--- src/rtl/mod_shiftmix_if.sv ---
// Byte-state handshake between the SubBytes stage and the ShiftRows/MixColumns stage.
// p and o are addressed as [row][column][bit].
interface mod_shiftmix_if;
    logic                  load;
    logic                  bypass;
    logic [3:0][3:0][7:0]  p;
    logic [3:0][3:0][7:0]  o;
    logic                  valid;
    logic                  busy;

    modport master (
        output load, bypass, p,
        input  o, valid, busy
    );

    modport slave (
        input  load, bypass, p,
        output o, valid, busy
    );
endinterface

--- src/rtl/mod_shiftmix.sv ---
// AES ShiftRows + iterative MixColumns stage.
// ShiftRows is applied while capturing the state. MixColumns then runs one column
// per clock. A bypass transfer (final round) skips MixColumns and completes in one cycle.
module mod_shiftmix (
    input  logic           clk,
    input  logic           rst,
    mod_shiftmix_if.slave  bus
);

    typedef enum logic [1:0] {IDLE, CALC, DONE} state_e;
    typedef logic [3:0][3:0][7:0] arr_t;

    state_e      state_q, state_d;
    logic [1:0]  col_q, col_d;
    arr_t        w_q, w_d;
    arr_t        o_q, o_d;
    arr_t        shifted;
    arr_t        mixed;

    // GF(2^8) multiply by x modulo the AES polynomial
    function automatic logic [7:0] xt(input logic [7:0] x);
        return {x[6:0], 1'b0} ^ (x[7] ? 8'h1b : 8'h00);
    endfunction

    // Row r rotated left by r byte positions
    function automatic arr_t shift_rows(input arr_t s);
        arr_t t;
        for (int r = 0; r < 4; r++) begin
            for (int c = 0; c < 4; c++) begin
                t[2'(r)][2'(c)] = s[2'(r)][2'(c + r)];
            end
        end
        return t;
    endfunction

    // Replace column c of s with its MixColumns transform, other columns untouched
    function automatic arr_t mix_one(input arr_t s, input logic [1:0] c);
        arr_t       t;
        logic [7:0] a0, a1, a2, a3;
        t  = s;
        a0 = s[0][c];
        a1 = s[1][c];
        a2 = s[2][c];
        a3 = s[3][c];
        t[0][c] = xt(a0) ^ xt(a1) ^ a1 ^ a2 ^ a3;
        t[1][c] = a0 ^ xt(a1) ^ xt(a2) ^ a2 ^ a3;
        t[2][c] = a0 ^ a1 ^ xt(a2) ^ xt(a3) ^ a3;
        t[3][c] = xt(a0) ^ a0 ^ a1 ^ a2 ^ xt(a3);
        return t;
    endfunction

    assign shifted = shift_rows(bus.p);
    assign mixed   = mix_one(w_q, col_q);

    // Next-state: capture with ShiftRows in IDLE/DONE, one column per cycle in CALC
    always_comb begin
        state_d = state_q;
        col_d   = col_q;
        w_d     = w_q;
        o_d     = o_q;
        case (state_q)
            IDLE, DONE: begin
                if (bus.load) begin
                    w_d = shifted;
                    if (bus.bypass) begin
                        // Final round: result is the shifted state itself
                        o_d     = shifted;
                        state_d = DONE;
                    end else begin
                        col_d   = 2'd0;
                        state_d = CALC;
                    end
                end else if (state_q == DONE) begin
                    state_d = IDLE;
                end
            end
            CALC: begin
                w_d   = mixed;
                col_d = 2'(col_q + 2'd1);
                if (col_q == 2'd3) begin
                    // Only the complete array ever reaches the outputs
                    o_d     = mixed;
                    state_d = DONE;
                end
            end
            default: begin
                state_d = IDLE;
            end
        endcase
    end

    // State, working array and output registers; reset abandons any transfer
    always_ff @(posedge clk or posedge rst) begin
        if (rst) begin
            state_q <= IDLE;
            col_q   <= 2'd0;
            w_q     <= '0;
            o_q     <= '0;
        end else begin
            state_q <= state_d;
            col_q   <= col_d;
            w_q     <= w_d;
            o_q     <= o_d;
        end
    end

    assign bus.o     = o_q;
    assign bus.valid = (state_q == DONE);
    assign bus.busy  = (state_q == CALC);

endmodule

--- src/flat_wrapper.sv ---
// flat-port wrapper written by rule: the top's interface ports become plain ports
module mod_shiftmix_flat 
  (clk, rst, bus_load, bus_bypass, bus_p, bus_o, bus_valid, bus_busy);
  mod_shiftmix_if bus_i ();
  input  logic clk;
  input  logic rst;
  input wire logic [$bits(bus_i.load)-1:0] bus_load;
  input wire logic [$bits(bus_i.bypass)-1:0] bus_bypass;
  input wire logic [$bits(bus_i.p)-1:0] bus_p;
  output wire logic [$bits(bus_i.o)-1:0] bus_o;
  output wire logic [$bits(bus_i.valid)-1:0] bus_valid;
  output wire logic [$bits(bus_i.busy)-1:0] bus_busy;
  assign bus_i.load = bus_load;
  assign bus_i.bypass = bus_bypass;
  assign bus_i.p = bus_p;
  assign bus_o = bus_i.o;
  assign bus_valid = bus_i.valid;
  assign bus_busy = bus_i.busy;
  mod_shiftmix u_core (.clk(clk), .rst(rst), .bus(bus_i));
endmodule
--- config.mk ---
export PLATFORM = sky130hd
export DESIGN_NAME = mod_shiftmix_flat
export DESIGN_NICKNAME = d
export VERILOG_FILES = /design/src/rtl/mod_shiftmix_if.sv /design/src/rtl/mod_shiftmix.sv /design/src/flat_wrapper.sv
export SDC_FILE = /design/constraint.sdc
export NUM_CORES = 1
export LEC_CHECK = 0
export ABC_AREA = 1
export CORE_MARGIN = 1.5
export CORE_UTILIZATION = 35
export CTS_CLUSTER_DIAMETER = 60
export CTS_CLUSTER_SIZE = 8
export DETAILED_ROUTE_END_ITERATION = 7
export GPL_TIMING_DRIVEN = 0
export SKIP_LAST_GASP = 1
export SLEW_MARGIN = 15
export SYNTH_ARGS = -nofsm -noshare
export SYNTH_HDL_FRONTEND = slang
export SYNTH_SLANG_ARGS = --single-unit
--- constraint.sdc ---
create_clock -name clk -period 13.26 [get_ports clk]
set_input_delay 2.652 -clock clk [delete_from_list [all_inputs] [get_ports clk]]
set_output_delay 2.652 -clock clk [all_outputs]
set_load 0.005 [all_outputs]
==> impl_metrics.tcl, run 1 <==
set metrics [dict create \
    status "complete, no violations" \
    io_buffers 157 \
    setup_tns_ps 0 \
    clk_pin_slew_worst_paths_ps 50 \
    cellLeakagePower_nw 9.19 \
    cts_hold_buf 0 \
    totalWireLength_mm 60.7 \
    regArea_um2 6510 \
    muxShareOfSynthArea_pct 0 \
    cts.repair.resized 0 \
    worst_slew_pin_slew_ps 1150 \
    place_congestion 0.972 \
    cts_sinks 260 \
    worstSetupEndpointType "flip-flop" \
    setup_ws_ps 8470 \
    ys_seq_elements 260 \
    rows 73 \
    synth_fp_nets 2212 \
    first_pass_iters 6 \
    required_ps 13740 \
    numCtsBuffers 39 \
    pre_cts_ws_ps 8070 \
    synth_top_area_share_pct 46.3 \
    die_h_um 203 \
    synthSimpleGateAreaFrac_pct 43.2 \
    hold_slack_ps 474 \
    antenna_found_initial 0 \
    core_area_um2 39700 \
    synth_cells 2076 \
    synth_xor_area_share_pct 1.83 \
    worstPathArrival_ps 5270 \
    period_minus_slack_ps 4790 \
    synth_compound_area_share_pct 3.49 \
    dieArea_um2 41400 \
    num-nets-final 2412 \
    cts.root.buffer_cell "clkbuf_16" \
    die_w_um 203 \
    timing.final.crit_share_pct 36.1 \
    grt_first_pass_wirelength_mm 89.4 \
    power_density_nw_per_um2 346 \
    synth_top_family_by_area "simple AND/OR/NAND/NOR gates" \
    yosysTopAreaCell "dfrtp_1" \
    postCtsSetupBuffers 0 \
    synthArstFlopShare_pct 100 \
    hold_path_class "flip-flop to flip-flop" \
    hpwl_mm 44.8 \
    synthTopCellsByArea "dfrtp_1, nand2_1, nand3_1, nor2_1, inv_1" \
    synth_warnings 0 \
    insertion_delay_ps 560 \
    max_freq_mhz 209 \
    synth_edf_count 0 \
    fin_skew_ps 23.6 \
    gr-usage-all-layers_pct 29.6 \
    via_count 14700 \
    vdd_drop_max_uv 116 \
    ys_seq_area_share_pct 46.3 \
    post-route-drc-count 0 \
    drv_cap 0 \
    synth-main-ff-cell "dfrtp_1" \
    multi_input_area_um2 6880 \
    n_antenna_cell 0 \
    grt_start_max_net_pins 95 \
    routedWlPerCell_um 21.6 \
    fill_cells 4114 \
    io_pins 262 \
    layout-drive-gt1-share_pct 4.74 \
    initial_utilization_pct 35.4 \
    synthToLayoutAreaGrowth_pct 24.2 \
    finalSetupViolCount 0 \
    syn_area_um2 14100 \
    cts_tree "done" \
    yosysUniqueCellTypes 29 \
    avgSynthCellArea_um2 6.78 \
    h-tree-depth 2 \
    relSlewSlack_pct 23.3 \
    cts_max_path_buffers 3 \
    hold_viol 0 \
    grt_pass1_vias 13900 \
    drv_slew 0 \
    worstPathMaxFanout 10 \
    vias_per_cell 5.24 \
    rsz0062_at_grt "false" \
    first_iter_violations 1401 \
    ant_nets 0 \
    worstSetupPathType "input pin to flip-flop" \
    gr-total-overflow 0 \
    cp-start-kind "input pin" \
    synth_adder_area_share_pct 0.356 \
]
==> flip-flops by register name, summed over array words and instances, names as in the netlist <==
signal / count
u_core.bus.o: 128
u_core.col_q: 2
u_core.state_q: 2
u_core.w_q: 128
==> placed cells by master (no fill, tap or decap), types with 2 or more instances in the layout <==
| master | instances |
|---|---|
| a21oi_1 | 15 |
| a31oi_1 | 10 |
| buf_1 | 13 |
| buf_16 | 2 |
| buf_2 | 28 |
| buf_4 | 6 |
| buf_6 | 2 |
| bufinv_16 | 3 |
| clkbuf_1 | 50 |
| clkbuf_16 | 41 |
| clkdlybuf4s50_1 | 157 |
| dfrtp_1 | 260 |
| ha_1 | 4 |
| inv_1 | 52 |
| inv_2 | 10 |
| nand2_1 | 1108 |
| nand2_2 | 8 |
| nand3_1 | 226 |
| nand3b_1 | 2 |
| nand4_1 | 2 |
| nor2_1 | 177 |
| o21ai_0 | 33 |
| o21ai_1 | 34 |
| or2_0 | 2 |
| or2_1 | 3 |
| xnor2_1 | 15 |
| xnor2_2 | 3 |
| xor2_1 | 7 |
==> final cells by class <==
| cell class | instances | area share, % |
|---|---|---|
| well taps | 525 | 3.76 |
| clock buffers | 41 | 5.87 |
| repair buffers | 159 | 9.31 |
| flip-flops and latches | 260 | 37.2 |
| clock inverters | 3 | 0.516 |
| multi-input cells | 1654 | 39.4 |
| inverters | 63 | 1.40 |
| plain buffers | 99 | 2.54 |
==> synthesized netlist by cell type, types with 4 or more instances <==
| cell type | number |
|---|---|
| buf_1 | 13 |
| dfrtp_1 | 260 |
| clkbuf_1 | 50 |
| a31oi_1 | 10 |
| o21ai_0 | 33 |
| buf_2 | 28 |
| nand2_1 | 1108 |
| inv_1 | 53 |
| nand3_1 | 226 |
| a21oi_1 | 15 |
| buf_4 | 6 |
| xnor2_1 | 15 |
| xor2_1 | 7 |
| inv_2 | 10 |
| o21ai_1 | 34 |
| nand2_2 | 8 |
| ha_1 | 4 |
| nor2_1 | 177 |
==> metrics by stage <==
| step | instances | area [um2] | power [W] | util, % |
|---|---|---|---|---|
| final | 2804 | 17500 | 0.00605 | 44.0 |
| after CTS | 2804 | 17500 | 0.00598 | 44.0 |
| after global routing | 2804 | 17500 | 0.00645 | 44.0 |
| after global placement | 2758 | 16300 | 0.00496 | 41.0 |
| after floorplan | 2076 | 14100 | 0.00347 | - |
| after detailed placement | 2760 | 16400 | 0.00499 | 41.2 |
==> final timing paths <==
kind | startpoint | slack, ps | depth (start not counted) | to
min in group asynchronous | rst | 2620 | 2 | u_core.bus.o[45]$_DFFE_PP0P_
max in group asynchronous | rst | 9710 | 3 | u_core.bus.o[64]$_DFFE_PP0P_
worst min-delay path | u_core.bus.o[116]$_DFFE_PP0P_ | 470 | 2 | u_core.bus.o[116]$_DFFE_PP0P_
worst min register to register | u_core.bus.o[116]$_DFFE_PP0P_ | 470 | 2 | u_core.bus.o[116]$_DFFE_PP0P_
worst max register to register | u_core.col_q[1]$_DFFE_PP0P_ | 9010 | 11 | u_core.bus.o[67]$_DFFE_PP0P_
worst max-delay path | bus_load | 8470 | 8 | u_core.w_q[72]$_DFFE_PP0P_
==> cell families after synthesis <==
family / Yosys count
AOI/OAI and AO/OA: 94
and+or+nand+nor: 1530
adders and majority gates: 4
DFF: 260
xor gates and xnor gates: 26
buffers and inverters: 162
==> where the power goes <==
group / internal, W / switching, W / total [W]
clock network: 0.000598 / 0.000357 / 0.000955
registers: 0.00109 / 0.000207 / 0.00130
logic: 0.00111 / 0.00268 / 0.00379
total: 0.00280 / 0.00325 / 0.00605
==> critical path, stage by stage <==
cell and delay, ps:
clkdlybuf4s50_1 420, nand2_1 110, nand2_2 180, inv_2 250, clkbuf_1 750, clkbuf_1 690
nand2_1 100, nand2_1 100
==> per-layer routing <==
metal	vias to the layer above	global-route usage, %	wire length [um]
li1	6870	-	-
met1	6945	41.3	26600
met2	735	45.0	26200
met3	145	5.42	5170
met4	0	12.7	2650
met5	-	0	0
No activity file was read; power rests on OpenSTA's default activity.
==> inputs of run 2 (changes only) <==
- clock period: 13.26 -> 4.55 ns (I/O delays scaled with it)
==> run 2 against run 1 <==
Against the previous run: via count up 1.1%; sequential share of layout area decreased by 0.30 points; critical endpoint is now u_core.bus.o[68]$_DFFE_PP0P_; clock power grew to 2.9 times the previous value; critical path type is now flip-flop to flip-flop; hold slack better by 2.3 ps; core utilization is 0.36 points higher; final cell count rose by 0.46%; largest power group unchanged.
==> impl_metrics.tcl, run 2 (synthesis results as in run 1) <==
set metrics [dict create \
    post-route-drc-count 0 \
    cts_sinks 260 \
    drv_slew 0 \
    cts.repair.resized 0 \
    drv_cap 0 \
    vias_per_cell 5.27 \
    worst_slew_pin_slew_ps 1040 \
    totalWireLength_mm 60.4 \
    hold_viol 0 \
    cts.root.buffer_cell "clkbuf_16" \
    ant_nets 0 \
    finalSetupViolCount 0 \
    hpwl_mm 44.9 \
    first_iter_violations 1526 \
    io_buffers 157 \
    vdd_drop_max_uv 366 \
    cellLeakagePower_nw 9.26 \
    cts_hold_buf 0 \
    hold_path_class "flip-flop to flip-flop" \
    required_ps 4990 \
    n_antenna_cell 0 \
    dieArea_um2 41400 \
    final_cell_mix "nand2_1, dfrtp_1, nand3_1" \
    max_freq_mhz 235 \
    initial_utilization_pct 35.4 \
    power_density_nw_per_um2 1000 \
    layout-drive-gt1-share_pct 5.19 \
    numCtsBuffers 40 \
    cts_tree "done" \
    first_pass_iters 6 \
    insertion_delay_ps 560 \
    place_congestion 0.957 \
    antenna_found_initial 0 \
    total_power_w 0.0176 \
    period_minus_slack_ps 4250 \
    rsz0062_at_grt "false" \
    placed_area_um2 16500 \
    routedWlPerCell_um 21.5 \
    cp-start-kind "flip-flop" \
    gr-total-overflow 0 \
    die_h_um 203 \
    clk_pin_slew_worst_paths_ps 50 \
    relSlewSlack_pct 30.4 \
    timing.final.crit_share_pct 93.4 \
    die_w_um 203 \
    grt_first_pass_wirelength_mm 89.9 \
    worstSetupPathType "flip-flop to flip-flop" \
    fin_skew_ps 16.4 \
    final_common_cell "nand2_1" \
    h-tree-depth 2 \
    grt_pass1_vias 14000 \
    io_pins 262 \
    cts_max_path_buffers 3 \
    status "complete, no violations" \
    via_count 14900 \
    core_area_um2 39700 \
    grt_start_max_net_pins 37 \
    worstSetupEndpointType "flip-flop" \
    worstPathArrival_ps 4690 \
    num-nets-final 2419 \
    reg2reg_slack_ps 300 \
    postCtsSetupBuffers 0 \
    synthToLayoutAreaGrowth_pct 25.2 \
    finalInstanceArea_um2 17600 \
    gr-usage-all-layers_pct 29.6 \
    worstPathMaxFanout 11 \
    rows 73 \
]
-- run 2: cell count changes in the layout (fill, tap and decap cells not counted) --
cell / before / now
buf_12: 0 / 7
inv_8: 1 / 0
clkinv_2: 0 / 2
clkbuf_1: 50 / 52
buf_16: 2 / 1
clkinvlp_4: 0 / 1
clkbuf_8: 0 / 2
bufinv_16: 3 / 2
inv_6: 0 / 2
-- run 2: metrics by stage --
stage                     hold slack, ps  cells  TNS, ps  utilization, %  setup slack [ps]
after global placement               466   2758  -489210            41.0             -1910
final                                476   2817        0            44.3               299
after global routing                 489   2817        0            44.3               426
after CTS                            480   2817        0            44.3               505
after floorplan                      449   2076        0               -               212
after detailed placement             466   2766        0            41.4               537
-- run 2: worst paths after layout --
kind,startpoint,to,depth (start not counted)
max reg2reg,u_core.col_q[1]$_DFFE_PP0P_,u_core.bus.o[68]$_DFFE_PP0P_,11
max,u_core.col_q[1]$_DFFE_PP0P_,u_core.bus.o[68]$_DFFE_PP0P_,11
min in group asynchronous,rst,u_core.bus.o[44]$_DFFE_PP0P_,2
min reg2reg,u_core.bus.o[115]$_DFFE_PP0P_,u_core.bus.o[115]$_DFFE_PP0P_,2
max in group asynchronous,rst,u_core.bus.o[68]$_DFFE_PP0P_,6
min,u_core.bus.o[115]$_DFFE_PP0P_,u_core.bus.o[115]$_DFFE_PP0P_,2
-- run 2: metal layers --
metal | track usage, % | up-vias | wire length, um
li1 | - | 6898 | -
met1 | 41.4 | 7101 | 26200
met2 | 45.1 | 729 | 26400
met3 | 5.39 | 131 | 5420
met4 | 12.2 | 0 | 2390
met5 | 0 | - | 0
-- run 2: critical path: stages (launching register included) --
cell and delay [ps]:
dfrtp_1 400, buf_2 270, inv_2 110, buf_6 210
buf_2 410, ha_1 220, clkbuf_1 460, clkbuf_1 840
buf_1 630, nand3_1 330, nand3_1 150, nand2_1 60
-- run 2: layout make-up --
class                           count  area [um2]
Fill cell                        4107       22100
Multi-Input combinational cell   1654        6880
Sequential cell                   260        6510
Timing Repair Buffer              165        1740
Clock buffer                       45        1060
Tap cell                          525         657
Buffer                             99         444
Inverter                           63         240
Clock inverter                      6        87.6
-- run 2: report_power, final --
group | switching, W | leakage, nW | internal [W]
registers | 0.000602 | 3.45 | 0.00318
clock network | 0.00108 | 0.567 | 0.00174
logic | 0.00781 | 5.24 | 0.00324
total | 0.00948 | 9.26 | 0.00816
==> inputs of run 3 (changes only) <==
- CELL_PAD_IN_SITES_DETAIL_PLACEMENT: not set -> 0
- CELL_PAD_IN_SITES_GLOBAL_PLACEMENT: not set -> 1
- PLACE_DENSITY_LB_ADDON: not set -> 0.1
- REMOVE_ABC_BUFFERS: not set -> 1
==> run 3 against run 2 <==
Against the previous run: first-iteration DRC count fell by 51%; non-clock buffer count fell by 90; via count fell by 8.7%; critical path depth rose by 1; register-to-register slack improved by 360 ps.
==> impl_metrics.tcl, run 3 (synthesis results as in run 1) <==
set metrics [dict create \
    numCtsBuffers 42 \
    hold_viol 0 \
    finalSetupViolCount 0 \
    num-nets-final 2331 \
    initial_utilization_pct 35.4 \
    hold_path_class "flip-flop to flip-flop" \
    max_freq_mhz 257 \
    reg2reg_slack_ps 660 \
    drv_cap 0 \
    cts.repair.resized 0 \
    worstSetupEndpointType "flip-flop" \
    status "complete, no violations" \
    rows 73 \
    slowest_delay_ps 600 \
    vias_per_cell 4.97 \
    n_antenna_cell 0 \
    dp_cells 2676 \
    setup_ws_ps 660 \
    dieArea_um2 41400 \
    cp-start-kind "flip-flop" \
    pre_cts_ws_ps 123 \
    synthToLayoutAreaGrowth_pct 25.1 \
    via_count 13600 \
    postCtsSetupBuffers 0 \
    routedWlPerCell_um 17.2 \
    antenna_found_initial 0 \
    path_common_cell "buf_12" \
    die_w_um 203 \
    io_pins 262 \
    fin_cells 2733 \
    cts_sinks 260 \
    vdd_drop_max_uv 396 \
    io_buffers 157 \
    setup_tns_ps 0 \
    cts_tree "done" \
    cts_max_path_buffers 3 \
    grt_first_pass_wirelength_mm 74.8 \
    h-tree-depth 2 \
    final_cell_mix "nand2_1, dfrtp_1, nand3_1" \
    rsz0062_at_grt "false" \
    worstPathMaxFanout 46 \
    period_minus_slack_ps 3890 \
    path_buf_inv 6 \
    gr-total-overflow 0 \
    drv_slew 0 \
    cp_cell_sequence "nor2_2 > inv_6 > nand2_4 > nand2_2 > buf_16 > inv_2 > o21ai_4 > buf_12 > inv_4 > buf_12 > nand3_1 > nand2_1" \
    grt_start_max_net_pins 100 \
    total_power_w 0.0166 \
    totalWireLength_mm 47.1 \
    clk_pin_slew_worst_paths_ps 50 \
    power_density_nw_per_um2 946 \
    required_ps 5040 \
    cts_hold_buf 0 \
    fin_skew_ps 20.5 \
    die_h_um 203 \
    worst_slew_pin_slew_ps 1020 \
    worstPathArrival_ps 4380 \
    hpwl_mm 30.9 \
    worstSetupPathType "flip-flop to flip-flop" \
    first_pass_iters 5 \
    ant_nets 0 \
    core_area_um2 39700 \
    crit_slowest_cell "nand2_4" \
    post-route-drc-count 0 \
    cellLeakagePower_nw 9.21 \
    layout-drive-gt1-share_pct 4.71 \
    cts.root.buffer_cell "clkbuf_16" \
    gr-usage-all-layers_pct 23.2 \
    cp_top_family "simple AND/OR/NAND/NOR gates" \
    relSlewSlack_pct 31.9 \
    first_iter_violations 754 \
    final_common_cell "nand2_1" \
    insertion_delay_ps 560 \
    timing.final.crit_share_pct 85.5 \
    fill_cells 4102 \
    place_congestion 0.832 \
    grt_pass1_vias 13200 \
]
## run 3: cell count changes in the layout (fill, tap and decap cells not counted), sizes merged
cell / delta
clkbuf: -45
clkinvlp: +1
buf: -40
inv: -1
clkinv: +2
bufinv: -1
## run 3: final timing paths
check | from | endpoint | cells past startpoint
setup / recovery | u_core.state_q[1]$_DFFE_PP0P_ | u_core.bus.o[108]$_DFFE_PP0P_ | 12
hold / removal | u_core.bus.o[98]$_DFFE_PP0P_ | u_core.bus.o[98]$_DFFE_PP0P_ | 2
setup reg to reg | u_core.state_q[1]$_DFFE_PP0P_ | u_core.bus.o[108]$_DFFE_PP0P_ | 12
hold reg to reg | u_core.bus.o[98]$_DFFE_PP0P_ | u_core.bus.o[98]$_DFFE_PP0P_ | 2
max in group asynchronous | rst | u_core.bus.o[76]$_DFFE_PP0P_ | 3
min in group asynchronous | rst | u_core.bus.o[66]$_DFFE_PP0P_ | 2
## run 3: worst reg2reg max path: stages (launching register included)
cell,delay [ps]
dfrtp_1,380
nor2_2,340
inv_6,220
nand2_4,600
nand2_2,450
buf_16,310
inv_2,130
o21ai_4,200
buf_12,250
inv_4,350
buf_12,270
nand3_1,210
nand2_1,100
## run 3: cell type report
| type | instances | area [um2] | area share [%] |
|---|---|---|---|
| multi-input cells | 1654 | 6940 | 39.4 |
| flip-flops and latches | 260 | 6510 | 37.0 |
| inverters | 63 | 259 | 1.47 |
| clock inverters | 7 | 68.8 | 0.391 |
| clock buffers | 50 | 1160 | 6.62 |
| well taps | 525 | 657 | 3.73 |
| repair buffers | 174 | 2000 | 11.4 |
## run 3: per-layer routing
metal,share of wire [%],routed length [um],track usage [%],vias up
met5,0,0,0,-
met1,45,21200,30.3,6419
met3,4.4,2080,3.21,73
li1,-,-,-,6741
met4,2.5,1190,8.07,0
met2,48,22600,39.4,337
## run 3: power by group
part / switching [W] / leakage, nW / internal, W
Combinational: 0.00657 / 5.16 / 0.00336
Clock: 0.00111 / 0.603 / 0.00183
Sequential: 0.000582 / 3.45 / 0.00318
Total: 0.00826 / 9.21 / 0.00838
## run 3: stage by stage
| stage | cell area [um2] | hold slack, ps | util [%] |
|---|---|---|---|
| 2_1_floorplan | 13600 | 449 | - |
| 3_3_place_gp | 15900 | 462 | 39.9 |
| 3_5_place_dp | 16400 | 464 | 41.2 |
| 4_1_cts | 17600 | 479 | 44.3 |
| 5_1_grt | 17600 | 495 | 44.3 |
| 6_report | 17600 | 473 | 44.3 |
